[src/rtl/axilwb_arbiter.sv]
// Two-master round-robin Wishbone arbiter joining the AXI-lite read (A) and
// write (B) bridges onto one pipelined slave port, with a hung-cycle watchdog.
module axilwb_arbiter #(
  parameter int unsigned AW      = 26,
  parameter int unsigned DW      = 32,
  parameter int unsigned TIMEOUT = 1024
) (
  input  logic              i_clk,
  input  logic              w_reset,
  // master A (read-channel bridge)
  input  logic              i_a_cyc,
  input  logic              i_a_stb,
  input  logic              i_a_we,
  input  logic [AW-1:0]     i_a_addr,
  input  logic [DW-1:0]     i_a_data,
  input  logic [DW/8-1:0]   i_a_sel,
  output logic              o_a_stall,
  output logic              o_a_ack,
  output logic              o_a_err,
  output logic [DW-1:0]     o_a_data,
  // master B (write-channel bridge)
  input  logic              i_b_cyc,
  input  logic              i_b_stb,
  input  logic              i_b_we,
  input  logic [AW-1:0]     i_b_addr,
  input  logic [DW-1:0]     i_b_data,
  input  logic [DW/8-1:0]   i_b_sel,
  output logic              o_b_stall,
  output logic              o_b_ack,
  output logic              o_b_err,
  output logic [DW-1:0]     o_b_data,
  // shared slave port
  output logic              o_wb_cyc,
  output logic              o_wb_stb,
  output logic              o_wb_we,
  output logic [AW-1:0]     o_wb_addr,
  output logic [DW-1:0]     o_wb_data,
  output logic [DW/8-1:0]   o_wb_sel,
  input  logic              i_wb_ack,
  input  logic              i_wb_stall,
  input  logic              i_wb_err,
  input  logic [DW-1:0]     i_wb_data
);

  localparam int unsigned CW      = (TIMEOUT > 0) ? $clog2(TIMEOUT + 1) : 1;
  localparam logic [CW-1:0] WD_LAST = CW'(TIMEOUT - 1);
  localparam bit          WD_EN   = (TIMEOUT != 0);

  typedef enum logic [1:0] {
    S_IDLE  = 2'd0,
    S_GNT_A = 2'd1,
    S_GNT_B = 2'd2,
    S_ABORT = 2'd3
  } state_t;

  state_t        r_state;
  logic          r_last_b;   // last released owner was B
  logic          r_owner_b;  // current (or aborted) owner is B
  logic [CW-1:0] r_wdog;
  logic          r_wd_err;   // one-cycle watchdog error, first ABORT cycle

  logic w_gnt_a;
  logic w_gnt_b;
  logic w_abort;
  logic w_wb_cyc;
  logic w_resp;
  logic w_expire;
  logic w_own_cyc;

  assign w_gnt_a   = (r_state == S_GNT_A);
  assign w_gnt_b   = (r_state == S_GNT_B);
  assign w_abort   = (r_state == S_ABORT);
  assign w_own_cyc = r_owner_b ? i_b_cyc : i_a_cyc;
  assign w_wb_cyc  = (w_gnt_a & i_a_cyc) | (w_gnt_b & i_b_cyc);
  assign w_resp    = i_wb_ack | i_wb_err;
  assign w_expire  = WD_EN && w_wb_cyc && !w_resp && (r_wdog == WD_LAST);

  // Request pass-through from the owner; payload rests on B when ungranted
  assign o_wb_cyc  = w_wb_cyc;
  assign o_wb_stb  = (w_gnt_a & i_a_cyc & i_a_stb) | (w_gnt_b & i_b_cyc & i_b_stb);
  assign o_wb_we   = w_gnt_a ? i_a_we   : i_b_we;
  assign o_wb_addr = w_gnt_a ? i_a_addr : i_b_addr;
  assign o_wb_data = w_gnt_a ? i_a_data : i_b_data;
  assign o_wb_sel  = w_gnt_a ? i_a_sel  : i_b_sel;

  // Responses reach only the owner; acks in IDLE/ABORT fall on the floor
  assign o_a_stall = w_gnt_a ? i_wb_stall : 1'b1;
  assign o_a_ack   = w_gnt_a & i_wb_ack;
  assign o_a_err   = (w_gnt_a & i_wb_err) | (w_abort & r_wd_err & ~r_owner_b);
  assign o_b_stall = w_gnt_b ? i_wb_stall : 1'b1;
  assign o_b_ack   = w_gnt_b & i_wb_ack;
  assign o_b_err   = (w_gnt_b & i_wb_err) | (w_abort & r_wd_err & r_owner_b);
  assign o_a_data  = i_wb_data;
  assign o_b_data  = i_wb_data;

  // Arbitration FSM plus watchdog; the grant only moves once the owner drops cyc
  always_ff @(posedge i_clk) begin
    if (w_reset) begin
      r_state   <= S_IDLE;
      r_last_b  <= 1'b1;
      r_owner_b <= 1'b0;
      r_wdog    <= '0;
      r_wd_err  <= 1'b0;
    end else begin
      r_wd_err <= w_expire;

      if (!w_wb_cyc || w_resp || w_expire) begin
        r_wdog <= '0;
      end else begin
        r_wdog <= r_wdog + CW'(1);
      end

      case (r_state)
        S_IDLE: begin
          if (i_a_cyc && (!i_b_cyc || r_last_b)) begin
            r_state   <= S_GNT_A;
            r_owner_b <= 1'b0;
          end else if (i_b_cyc) begin
            r_state   <= S_GNT_B;
            r_owner_b <= 1'b1;
          end
        end
        S_GNT_A: begin
          if (!i_a_cyc) begin
            r_last_b <= 1'b0;
            if (i_b_cyc) begin
              r_state   <= S_GNT_B;
              r_owner_b <= 1'b1;
            end else begin
              r_state <= S_IDLE;
            end
          end else if (w_expire) begin
            r_state <= S_ABORT;
          end
        end
        S_GNT_B: begin
          if (!i_b_cyc) begin
            r_last_b <= 1'b1;
            if (i_a_cyc) begin
              r_state   <= S_GNT_A;
              r_owner_b <= 1'b0;
            end else begin
              r_state <= S_IDLE;
            end
          end else if (w_expire) begin
            r_state <= S_ABORT;
          end
        end
        S_ABORT: begin
          if (!w_own_cyc) begin
            r_last_b <= r_owner_b;
            r_state  <= S_IDLE;
          end
        end
        default: r_state <= S_IDLE;
      endcase
    end
  end

endmodule

[config.mk]
export PLATFORM = sky130hd
export DESIGN_NAME = axilwb_arbiter
export DESIGN_NICKNAME = d
export VERILOG_FILES = /design/src/rtl/axilwb_arbiter.sv
export SDC_FILE = /design/constraint.sdc
export NUM_CORES = 1
export LEC_CHECK = 0
export ABC_AREA = 0
export CAP_MARGIN = 10
export CORE_AREA = 3 3 117 119
export DETAILED_ROUTE_END_ITERATION = 12
export DIE_AREA = 0 0 120 122
export GPL_TIMING_DRIVEN = 0
export REMOVE_ABC_BUFFERS = 1
export SLEW_MARGIN = 20
export SYNTH_ARGS = -nofsm -noshare
export SYNTH_HDL_FRONTEND = slang
export SYNTH_SLANG_ARGS = --single-unit
[constraint.sdc]
create_clock -name i_clk -period 2.6 [get_ports i_clk]
set_input_delay 0.65 -clock i_clk [delete_from_list [all_inputs] [get_ports i_clk]]
set_output_delay 0.65 -clock i_clk [all_outputs]
set_load 0.005 [all_outputs]
# Yosys cells after proc, flatten, opt, wreduce, memory -nomap -nowiden
# Index checks and enable logic that the tools add are counted.
# op_classes
n_bitwise,17
mux,26
reduce_logical,16
n_addsub,1
n_eq_ne,9
# ops
operator,count
32-bit two-way mux,1
26-bit two-way mux,1
2-bit two-way mux,7
1-bit two-way mux,13
"11-bit by 1-bit adder with 11-bit output, second input constant",1
1-bit bitwise AND,11
"11-bit by 10-bit == test with 1-bit output, second input constant",1
"2-bit inequality test, second input constant",4
2-bit one-hot mux with 4 select lines,1
4-bit AND reduction,2
1-bit one-hot mux with 3 select lines,2
3-bit nonzero test,2
1-bit bitwise OR,5
"2-bit == test, second input constant",2
4-bit two-way mux,1
1-bit logical AND,3
1-bit zero test,3
1-bit logical OR,3
"3-bit inequality test, second input constant",1
"2-bit by 1-bit == test with 1-bit output, second input constant",1
2-bit zero test,1
2-bit AND reduction,1
2-bit OR reduction,1
1-bit inverter,1
# totals
in_bits,167
out_inout_bits,135
wordCells,74
regBits,16

# Logic depth before layout (Yosys ltp)
# Gate-level depths: netlist of run 1.
# depth
word_depth,8
ltp_mapped,8
depth_no_buf,7

# Least setup slack after synthesis of run 1
# No wires, ideal clock.
# synth_path
path_type,register -> output
start,register r_state[1]
end,output o_wb_data[19]
path_buffers,3
arrival_time_ns,1.553
stages_incl_launch_ff,7
required_time_ns,1.950
slack_ns,0.397
cell_sequence,dfxtp_1 inv_1 ha_1 buf_2 buf_2 buf_2 mux2_2
# synth_between
elab_chain_cells,2
# synth_rtl
item,line_no,rtl
start: declaration,56,state_t r_state;
start signal: assignment,99,r_state <= S_IDLE;
start signal: assignment,116,r_state <= S_GNT_A;
start signal: assignment,119,r_state <= S_GNT_B;
2-bit by 1-bit == test with 1-bit output,70,assign w_gnt_a = (r_state == S_GNT_A);
32-bit two-way mux,83,assign o_wb_data = w_gnt_a ? i_a_data : i_b_data;
end: declaration,37,"output logic [DW-1:0] o_wb_data,"
# No other way between the ends.

# Worst setup path in the final report of run 1
# layout_path
start,register r_state[1]
end,output o_wb_sel[1]
# layout_between
elab_chain_cells,2
# layout_rtl
item,line_no,rtl
2-bit by 1-bit == test with 1-bit output,70,
4-bit two-way mux,84,assign o_wb_sel = w_gnt_a ? i_a_sel : i_b_sel;
end: declaration,38,"output logic [DW/8-1:0] o_wb_sel,"
# No other way between the ends.

==> results of run 1 <==
-- metal layers --
layer  wire, µm  GRT usage  vias to the layer above
li1           -          -                     1091
met1       6537     0.2404                     1058
met5          0          0                        -
met4          8   0.006442                        0
met2       4722     0.2223                      231
met3       2882     0.1797                        2
-- cell usage after synthesis (5+ instances only) --
cell type  count  area share
mux2_2        64        0.32
buf_4         65        0.22
dfxtp_1       16        0.14
ha_1           7       0.039
nor2_1        17       0.029
nand2b_1       5       0.014
buf_2          5       0.011
xnor2_1        6       0.024
nand3_1        7       0.016
nand2_1        9       0.015
inv_1          9       0.015
-- power groups by stage --
stage	Sequential, µW	Clock [µW]	Combinational (µW)
after floorplan	287	0	565
after global placement	293	0	1410
after detailed placement	298	0	1420
after CTS	297	334	1480
after global routing	301	352	1600
final	297	329	1490
-- cells by family (layout without fill, tap and decap cells) --
family,count (synthesis),count (layout)
buffers and inverters,86,228
XOR/XNOR,8,8
AO/OA/AOI/OAI,22,22
flip-flops,16,16
multiplexers,64,64
adder cells (fa/ha/maj),7,7
AND/OR/NAND/NOR,51,51
-- what timing repair did --
| item | 4_1_cts | 5_1_grt |
|---|---|---|
| hold buffers | 0 | 0 |
| cloned | 1 | 0 |
| pin swaps | 1 | 0 |
| resized for setup | 19 | 28 |
| setup endpoints to repair | 68 | 34 |
| buffers inserted | 3 | 4 |
-- layout make-up --
class / count / share of cell area
clock buffers: 4 / 0.02102
flip-flops and latches: 16 / 0.07697
well taps: 172 / 0.05092
multi-input cells: 152 / 0.3156
inverters: 10 / 0.009473
repair buffers: 214 / 0.5261
-- through the flow --
step | setup slack [ns] | total power [µW] | hold WS, ns | instance area (µm²) | setup TNS [ns]
2_1_floorplan | -0.6528 | 851.5 | 0.4115 | 1679 | -50.69
3_3_place_gp | -2.008 | 1707 | 0.4210 | 3946 | -146.87
3_5_place_dp | -0.2942 | 1714 | 0.4528 | 3979 | -8.914
4_1_cts | -0.02326 | 2112 | 0.4609 | 4129 | -0.1203
5_1_grt | 0.0001072 | 2253 | 0.4745 | 4227 | 0
6_report | 0.03412 | 2115 | 0.4591 | 4227 | 0
-- flip-flops by register name, indices dropped and copies added (netlist names) --
| name | count |
|---|---|
| r_wd_err | 1 |
| r_owner_b | 1 |
| r_last_b | 1 |
| r_wdog | 11 |
| r_state | 2 |
-- worst paths after layout --
kind / from / end / slack [ns] / cells past startpoint
worst max-delay path: r_state[1] / o_wb_sel[1] / 0.03 / 5
worst min-delay path: r_wdog[10] / r_wdog[10] / 0.46 / 2
worst max register to register: r_state[1] / r_state[0] / 0.67 / 8
worst min register to register: r_wdog[10] / r_wdog[10] / 0.46 / 2
-- worst max-delay path, stage by stage, from the launching register on --
cell             delay, ns
dfxtp_2               0.34
inv_2                 0.08
ha_4                  0.22
buf_12                0.17
mux2_2                0.35
clkdlybuf4s50_1       0.50
==> results.md, run 1 <==
* Ys Warns at 0
* Largest fanout on the critical path at 15
* Antenna Cells at 0
* Non-filler instance count after layout at 568
* Commonest non-fill, non-tap cell in the layout: clkdlybuf4s50_1
* RSZ-0062 raised after global routing: no
* PD cells at 500.4 mW/mm²
* Largest net degree at the start of global routing at 20
* First-pass GRT wire length at 18,800 µm
* DRT iter0 DRCs at 66
* Setup CP Type: reg -> out
* Worst Hold Class: reg -> reg
* Routed Antenna Nets at 0
* Site Rows at 41
* Final min period at 2.566 ns
* Clk slew on worst S/H paths at 0.05 ns
* Proportion of synthesized area in mux cells at 0.3243
* Seq/Total Area, Yosys at 0.1441
* CTS Root Cell: clkbuf_16
* Final core utilization at 0.3336
* Synth Area in Compound Gates at 0.07883
* Critical path required time at 1.95 ns
* Switching share of power at 0.3354
* Initial antenna violation count at 0
* CTS tree: yes
* FF/Latch Area at 325.3 µm²
* Pins Over Slew Limit at 0
* Via/cell ratio at 4.194
* F_max at 389.7 MHz
* Synth Area in XOR/XNOR at 0.03153
* Max clock buf depth at 2
* H-tree Lvls at 1
* Count of cell types in the netlist at 38
* GRT Util Overall at 0.1840
* Maximum vdd ir drop at 0.1992 mV
* # IOs at 302
* Drt wl/cell at 24.91 µm
* Outcome: finished, final reports clean
* Pleak at 0.001732 µW
* Worst-Margin Slew at 0.3381 ns
* Avg Inst Size Synth at 8.749 µm²
* Synth Area in Adders at 0.03941
* Critical Path AT at 1.92 ns
* CTS buffer count at 3
* Sw power at 709.3 µW
* Syn Std Cell Area at 0.002222 mm²
* Fraction of registers with async set or reset after synthesis at 0
* Number of global-route vias before repair at 2,521
* Inst Count DP at 556
* Final WL at 14,150 µm
* Sequential share of power at 0.141
* #FFs+latches synth at 16
* Rel. slew slack at 0.7729
* Die width at 120 µm
* Final Cycle Share at 0.9869
* Max-cap violation count at 0
* Share of layout cells above drive strength 1 at 0.2273
* Post-synth top flop: dfxtp_1
* Area grow syn2layout at 90.20%
* Fin. Hold Viols at 0
* Post-Synth Simple-Gate Area at 0.1194
* Via Count at 2,382
* Final setup skew at 0.0005110 ns
* Comb pwr share at 0.704
* Die ar. at 0.01464 mm²
* Final setup vio count at 0
* Chip height at 122 µm
* Power Internal at 1406 µW
* Post-synthesis instance total at 254
* Starting Density at 0.1754
* Clock sink total at 16
* Crit end category: primary output
* Multi-input logic area at 0.001334 mm²
* Layout Nets at 571
* Clk pwr share at 0.156
* Most frequent cells in the layout: clkdlybuf4s50_1 (169), mux2_2 (64), dlymetal6s2s_1 (23), nor2_1 (17), dfxtp_1 (14)
* DRC errors left at 0
* Routability cong. at 0.6979
* # fillers at 1,375
* HPWL Detailed at 12,670 µm
* Post-synth EDFFs at 0
* First drt pass iteration count at 4
* Largest family of logic cells by synthesized area: multiplexers
* Type of origin of the critical path: flop
* CORE AREA at 0.01267 mm²
* GRT overflow at 0
* Insertion delay to the later sink of the worst-skew pair at 0.24 ns
* Buffers on Ports at 205
Power figures use the tool's default switching activity.
==> run 2, diff against run 1 <==
- GPL_ROUTABILITY_DRIVEN: unset -> 0
- SLEW_MARGIN: 20 -> unset
==> run 2 against run 1 <==
Routed wire length increased by 2.6%. Clock power about the same. Global-route usage increased by 0.10 points. Largest power group unchanged.
==> results.md, run 2 (synthesized netlist as in run 1, its figures left out) <==
* CTS Root Cell: clkbuf_16
* Drt wl/cell at 25.50 µm (+2.4%)
* Design Area, Final at 0.004135 mm² (-2.2%)
* Critical Path AT at 1.90 ns (-0.02 ns)
* Initial antenna violation count at 0 (unchanged)
* RR Endpoint: r_state[0]
* Worst-Margin Slew at 0.3291 ns (-0.009017 ns)
* Worst Setup EP: o_wb_data[25]
* Fin. Hold Viols at 0 (unchanged)
* Power Internal at 1357 µW (-3.5%)
* Biggest register: r_wdog
* DRC errors left at 0 (unchanged)
* Final WL at 14,510 µm (+2.6%)
* Insertion delay to the later sink of the worst-skew pair at 0.25 ns (about the same)
* CTS buffer count at 3 (unchanged)
* Final min period at 2.552 ns (-0.01372 ns)
* Final Cycle Share at 0.9816 (-0.005278)
* Antenna Cells at 0 (unchanged)
* Pleak at 0.001579 µW (-8.8%)
* Max clock buf depth at 2 (unchanged)
* Buffers on Ports at 205 (unchanged)
* F_max at 391.8 MHz (+0.54%)
* First-pass GRT wire length at 18,750 µm (-0.26%)
* GRT overflow at 0 (unchanged)
* Number of global-route vias before repair at 2,512 (-0.36%)
* Outcome: finished, final reports clean
* GRT Util Overall at 0.1851 (+0.001036)
* Final setup skew at 0.0009411 ns (+0.0004301 ns)
* Largest fanout on the critical path at 14 (-1)
* # IOs at 302 (unchanged)
* Setup CP Type: reg -> out
* Comb pwr share at 0.700 (-0.004)
* CTS tree: yes
* HPWL Detailed at 12,580 µm (-0.64%)
* Biggest registers after layout: r_wdog: 11 flops, r_state: 2 flops
* Type of origin of the critical path: flop
* DP Area at 0.003959 mm² (-0.50%)
* Sum of negative setup slack at 0 ns (unchanged)
* Routed Antenna Nets at 0 (unchanged)
* R2R depth at 8 (unchanged)
* Rel. slew slack at 0.7790 (+0.006056)
* CORE AREA at 0.01267 mm² (unchanged)
* H-tree Lvls at 1 (unchanged)
* Die ar. at 0.01464 mm² (unchanged)
* Reg2Reg Launch Point: r_state[1]
* Maximum vdd ir drop at 0.1981 mV (-0.53%)
* Met2 Use GR at 0.2283 (+0.005971)
* Critical Path Start: r_state[0]
* Pins Over Slew Limit at 0 (unchanged)
* Layout Nets at 572 (+0.18%)
* Via/cell ratio at 4.221 (+0.66%)
* RSZ-0062 raised after global routing: no
* Share of layout cells above drive strength 1 at 0.2292 (+0.001946)
* Clk pwr share at 0.158 (+0.002)
* Worst Hold Class: reg -> reg
* Commonest non-fill, non-tap cell in the layout: clkdlybuf4s50_1
* Final setup vio count at 0 (unchanged)
* Worst Hold Slack at 0.4590 ns (-0.0001450 ns)
* Most Used Layer, Global Route: met1
* Sw power at 728.4 µW (+2.7%)
* DRT iter0 DRCs at 84 (+27%)
* PD cells at 504.3 mW/mm² (+0.79%)
* Met3 usage at 0.1815 (+0.001857)
* Switching share of power at 0.3493 (+0.01391)
* Site Rows at 41 (unchanged)
* Die width at 120 µm (unchanged)
* Largest net degree at the start of global routing at 36 (+80%)
* Most frequent cells in the layout: clkdlybuf4s50_1 (165), mux2_2 (63), dlygate4sd2_1 (36), nor2_1 (17), dfxtp_1 (14)
* Max FFs per register at 11 (unchanged)
* Via Count at 2,402 (+0.84%)
* Max-cap violation count at 0 (unchanged)
* Grt met1 use at 0.2358 (-0.004610)
* Reg-to-reg slack, setup at 0.63 ns (-0.04 ns)
* Sequential share of power at 0.142 (about the same)
* Critical path required time at 1.95 ns (about the same)
* Clk slew on worst S/H paths at 0.05 ns (about the same)
* Area grow syn2layout at 86.09%
* Starting Density at 0.1754 (unchanged)
* Crit end category: primary output
* Clock sink total at 16 (unchanged)
* Chip height at 122 µm (unchanged)
* First drt pass iteration count at 4 (unchanged)
[run 2: cell count changes in the layout (fill, tap and decap cells not counted), sizes merged]
cell and delta:
dlymetal6s2s -21, dlygate4sd2 +25, clkdlybuf4s50 -4, clkbuf +1
[run 2: power by group through the flow]
stage / combinational (µW) / clock [µW] / sequential [µW]
floorplan: 565 / 0 / 287
global placement: 1410 / 0 / 293
detailed placement: 1400 / 0 / 297
CTS: 1410 / 334 / 294
global route: 1570 / 343 / 299
finish: 1460 / 330 / 296
[run 2: per-stage QoR]
stage          cells  setup WS (ns)  utilization  power (µW)
2_1_floorplan    178        -0.6528            -       851.5
3_3_place_gp     555         -2.008       0.3114        1707
3_5_place_dp     555        -0.4127       0.3124        1699
4_1_cts          564       -0.02352       0.3217        2042
5_1_grt          569       0.001269       0.3264        2208
6_report         569        0.04784       0.3264        2086
[run 2: worst min-delay path by stage]
stage,startpoint,to,slack [ns],cells after the start
floorplan,r_wdog[10],r_wdog[10],0.41,2
global placement,r_wdog[10],r_wdog[10],0.42,2
detailed placement,r_wdog[10],r_wdog[10],0.45,2
CTS,r_wdog[10],r_wdog[10],0.46,2
global route,r_wdog[10],r_wdog[10],0.48,2
finish,r_wdog[10],r_wdog[10],0.46,2
[run 2: final cells by class]
| class | instances | area, µm² |
|---|---|---|
| well taps | 172 | 215.2 |
| inverters | 10 | 40.04 |
| multi-input cells | 152 | 1338 |
| flip-flops and latches | 16 | 322.8 |
| fillers | 1357 | 8536 |
| clock buffers | 4 | 88.84 |
| repair buffers | 215 | 2131 |
[run 2: critical path: stages, from the launching register on]
cell,delay [ns]
dfxtp_2,0.40
ha_4,0.24
buf_16,0.16
mux2_2,0.35
clkdlybuf4s50_1,0.50
[run 2: what timing repair did]
item,4_1_cts,5_1_grt
setup endpoints to repair,68,30
hold buffers,0,0
buffers inserted,5,4
cloned,0,1
gates resized for setup,42,8
[run 2: per-layer routing]
metal / part of all wire / up-vias
li1: - / 1091
met1: 0.43 / 1073
met2: 0.34 / 232
met3: 0.23 / 6
met4: 0.0044 / 0
met5: 0 / -
